**src/rtl/serial_sub32.sv**
```systemverilog
// serial_sub32: 32-bit subtractor computing a - b - bi one nibble per clock, LSB first.
// Reports borrow-out and signed overflow, and pulses done when the result is valid.
module serial_sub32 (
  input  logic        clk,
  input  logic        reset_n,
  input  logic        start,
  input  logic [31:0] a,
  input  logic [31:0] b,
  input  logic        bi,
  output logic [31:0] d,
  output logic        bo,
  output logic        v,
  output logic        busy,
  output logic        done
);
  typedef enum logic [1:0] {IDLE, CALC, DONE} state_t;
  state_t      state_q, state_d;
  logic [2:0]  cnt_q, cnt_d;
  logic        carry_q, carry_d;
  logic [31:0] a_q, a_d, b_q, b_d, d_q, d_d;
  logic        bo_q, bo_d, v_q, v_d;
  logic [3:0]  a_nib, b_nib;
  logic [4:0]  sum;
  always_ff @(posedge clk or negedge reset_n)
    if (!reset_n) begin
      state_q <= IDLE;
      cnt_q   <= '0;
      carry_q <= 1'b0;
      a_q     <= '0;
      b_q     <= '0;
      d_q     <= '0;
      bo_q    <= 1'b0;
      v_q     <= 1'b0;
    end else begin
      state_q <= state_d;
      cnt_q   <= cnt_d;
      carry_q <= carry_d;
      a_q     <= a_d;
      b_q     <= b_d;
      d_q     <= d_d;
      bo_q    <= bo_d;
      v_q     <= v_d;
    end
  // Subtraction as a + ~b + carry, where the carry chain starts at ~bi.
  always_comb begin
    state_d = state_q;
    cnt_d   = cnt_q;
    carry_d = carry_q;
    a_d     = a_q;
    b_d     = b_q;
    d_d     = d_q;
    bo_d    = bo_q;
    v_d     = v_q;
    a_nib   = 4'(a_q >> {cnt_q, 2'b00});
    b_nib   = 4'(b_q >> {cnt_q, 2'b00});
    sum     = {1'b0, a_nib} + {1'b0, ~b_nib} + {4'd0, carry_q};
    case (state_q)
      IDLE: if (start) begin
        a_d     = a;
        b_d     = b;
        cnt_d   = '0;
        carry_d = ~bi;
        state_d = CALC;
      end
      CALC: begin
        d_d[{cnt_q, 2'b00} +: 4] = sum[3:0];
        carry_d = sum[4];
        cnt_d   = cnt_q + 3'd1;
        if (cnt_q == 3'd7) begin
          state_d = DONE;
          bo_d    = ~sum[4];
          v_d     = (a_q[31] ^ b_q[31]) & (sum[3] ^ a_q[31]);
        end
      end
      DONE:    state_d = IDLE;
      default: state_d = IDLE;
    endcase
  end
  assign d    = d_q;
  assign bo   = bo_q;
  assign v    = v_q;
  assign busy = state_q == CALC;
  assign done = state_q == DONE;
endmodule

```
**config.mk**
```make
export PLATFORM = sky130hd
export DESIGN_NAME = serial_sub32
export DESIGN_NICKNAME = d
export VERILOG_FILES = /design/src/rtl/serial_sub32.sv
export SDC_FILE = /design/constraint.sdc
export NUM_CORES = 1
export LEC_CHECK = 0
export CORE_UTILIZATION = 43
export CTS_CLUSTER_DIAMETER = 120
export DETAILED_ROUTE_END_ITERATION = 16
export PLACE_DENSITY_LB_ADDON = 0.3
export SLEW_MARGIN = 20
export SYNTH_ARGS = -nofsm -noshare
export SYNTH_HDL_FRONTEND = slang
export SYNTH_SLANG_ARGS = --single-unit
```
**constraint.sdc**
```tcl
create_clock -name clk -period 3.4 [get_ports clk]
set_clock_uncertainty 0.2 [all_clocks]
set_input_delay 0.34 -clock clk [delete_from_list [all_inputs] [get_ports clk]]
set_output_delay 0.34 -clock clk [all_outputs]
set_load 0.05 [all_outputs]
```
==> results.cfg <==
[clock_tree]
cts_tree = built
clkTransAtPathRegs_ps = 120
clock_sinks = 104
cts_root_buf = clkbuf_8
clock_path_buffers = 2
ctsHtreeMaxLevel = 3
cts_buffers = 9
clock_latency_ps = 380

[routing]
firstDrtPassIters = 4
ant_nets = 0
num_vias = 2938
wl_met3_um = 335
top_layer = met4
wl_met2_um = 4754
finalWirelength_um = 9622
vias_per_cell = 5.074
drcViolationCount = 0
wire_per_inst_um = 16.62
met1_length_um = 4460
dr.first_iter.drc_count = 92

[global_routing]
grt_max_degree = 65
gr-usage-all-layers_pct = 18.22
grt_antenna_before_repair = 0
grt_pass1_vias = 3074
grt_pass1_wl_um = 15880
grt_overflow = 0

[yosys]
synth.distinct_cells = 43
synthMuxAreaShare_pct = 30.37
synthAdderAreaFrac_pct = 2.703
synth_cells = 331
syn_nets = 408
synth_top_family_by_area = multiplexers
synth.avg_cell_area_um2 = 14.27
synth_ff_type = dfrtp_1
synth-simple-area-share_pct = 6.094
synth_edf_count = 0
yosys_warnings = 0
synth-compound-area-share_pct = 2.146
synthesis.area_mm2 = 0.004722
async_reset_ff_share_pct = 100.0
synth-seq-cells = 104
synth-xor-area-share_pct = 0.3710
yosysSeqAreaShare_pct = 55.11

[floorplan]
rows = 37
die_w_um = 106.8
start_util_pct = 45.13
io_pins = 104
die_h_um = 106.8
die_area_mm2 = 0.01140
core-area_mm2 = 0.01046

[worst_setup_path]
critPathKind = reg -> reg
start_kind = register
critical_path.cell_chain = buf_4, mux4_1, nand2_1, nand2_1, fa_1, o21ai_0, xor2_2, mux2_1
cp.buffers_inverters = 1
crit_slowest_cell = mux4_1
end_kind = register
reg2regPathDepth = 8
cp.depth = 8
critPathMaxStageDelay_ps = 580
arrival_ps = 3190
worstPathMaxFanout = 11
critPathRequiredTime_ps = 3460
worst_path_dominant_cell_family = multiplexers
crit_top_cell = nand2_1

[cells_and_area]
layout_common_cells = 104 x dfrtp_1, 102 x clkdlybuf4s50_1, 78 x mux2_2
diodes = 0
multiInputGateArea_mm2 = 0.001991
layout.nets = 515
fill_cells = 851
syn_to_final_growth_pct = 30.26
layout-drive-gt1-share_pct = 27.31
final_common_cell = dfrtp_1
seq_area_mm2 = 0.002603

[placed_design]
port_buffers = 103
hpwl_um = 7087
gp_congestion = 0.7373

[sta]
max_freq_mhz = 319.2
setup_tns_ps = 0
hold_violations = 0
setup_violations = 0
tightest_slew_ps = 598.3
drv_slew = 0
slew_headroom_pct = 60.11
period_share_pct = 92.14
rsz0062_at_grt = false
min_period_ps = 3133

[worst_hold_path]
holdPathStages = 2
min-delay-path-class = reg -> reg

[outcome]
outcome = complete, no violations

[flow_run]
drv_cap = 0
==> what timing repair did <==
item / CTS / global route
hold buffers: 1 / 0
gates resized for setup: 0 / 2
endpoints found under the setup margin: 0 / 11
endpoints found under the hold margin: 45 / 0
buffers inserted: 0 / 0
==> state kept, by name, summed over array words and instances (netlist names) <==
name / flops
a_q: 32
state_q: 2
b_q: 32
v: 1
bo: 1
carry_q: 1
cnt_q: 3
d: 32
==> cells by family (layout without fill, tap and decap cells) <==
group | count (synthesis) | in the layout
muxes | 111 | 111
xor gates and xnor gates | 2 | 2
AOI/OAI and AO/OA | 16 | 16
and+or+nand+nor | 54 | 54
buffers and inverters | 35 | 147
DFF | 104 | 104
adders and majority gates | 9 | 9
==> through the flow <==
| step | area [um2] | worst slack (ps) | util [%] | std cells | hold slack, ps |
|---|---|---|---|---|---|
| 2_1_floorplan | 4722 | 339.2 | - | 331 | -155.6 |
| 3_3_place_gp | 5926 | 227.9 | 56.64 | 562 | 179.3 |
| 3_5_place_dp | 5926 | 133.8 | 56.64 | 562 | 185.6 |
| 4_1_cts | 6136 | 87.72 | 58.65 | 579 | 307.2 |
| 5_1_grt | 6151 | 92.28 | 58.79 | 579 | 328.7 |
| 6_report | 6151 | 267.1 | 58.79 | 579 | 300.5 |
==> cell type report <==
class / instances / area share [%]
clock buffers: 9 / 2.014
clock inverters: 7 / 1.241
inverters: 21 / 1.282
multi-input cells: 192 / 32.36
flip-flops and latches: 104 / 42.31
well taps: 136 / 2.766
repair buffers: 110 / 18.02
==> worst reg2reg max path: cells and delay by family, from the launching register on <==
family,cells,cell delay (ps)
compound gates,1,480
xor+xnor,1,250
fa+ha+maj,1,410
buf+inv,1,240
flops,1,370
mux,2,930
simple gates,2,150
==> metal layers <==
layer	up-vias	global-route usage [%]
met1	1468	25.15
met5	-	0
met2	74	29.59
met3	6	3.951
met4	0	4.110
li1	1390	-
==> cell usage after synthesis, types with 2 or more instances <==
cell        n  area [um2]
dfrtp_1   104        2603
a22o_1      2       17.52
mux4_2     11       247.7
mux4_1      5       131.4
nand2b_1    4       25.02
and2_1      2       12.51
clkbuf_1    2       7.510
nor3b_1     2       15.01
ha_1        7       87.58
mux2i_1    15       150.1
fa_1        2       40.04
inv_1      19       71.32
nand2_1    25       93.84
o21ai_0     7       35.03
nand3_1     4       20.02
nor2b_1     2       12.51
and3b_1     2       17.52
nor2_1      5       18.77
mux2_2     78       878.3
buf_2      10       50.05
==> path summary, 6_finish.rpt <==
path / from / endpoint / slack (ps)
hold reg to reg: d[4] / d[4] / 300
min in group asynchronous: reset_n / d[8] / 330
setup reg to reg: cnt_q[0] / d[3] / 270
setup / recovery: cnt_q[0] / d[3] / 270
hold / removal: d[4] / d[4] / 300
max in group asynchronous: reset_n / b_q[31] / 1930
Power is left out: the tool's default activity adds up to more than one toggle a clock period on the data nets, which glitch-free logic cannot reach.
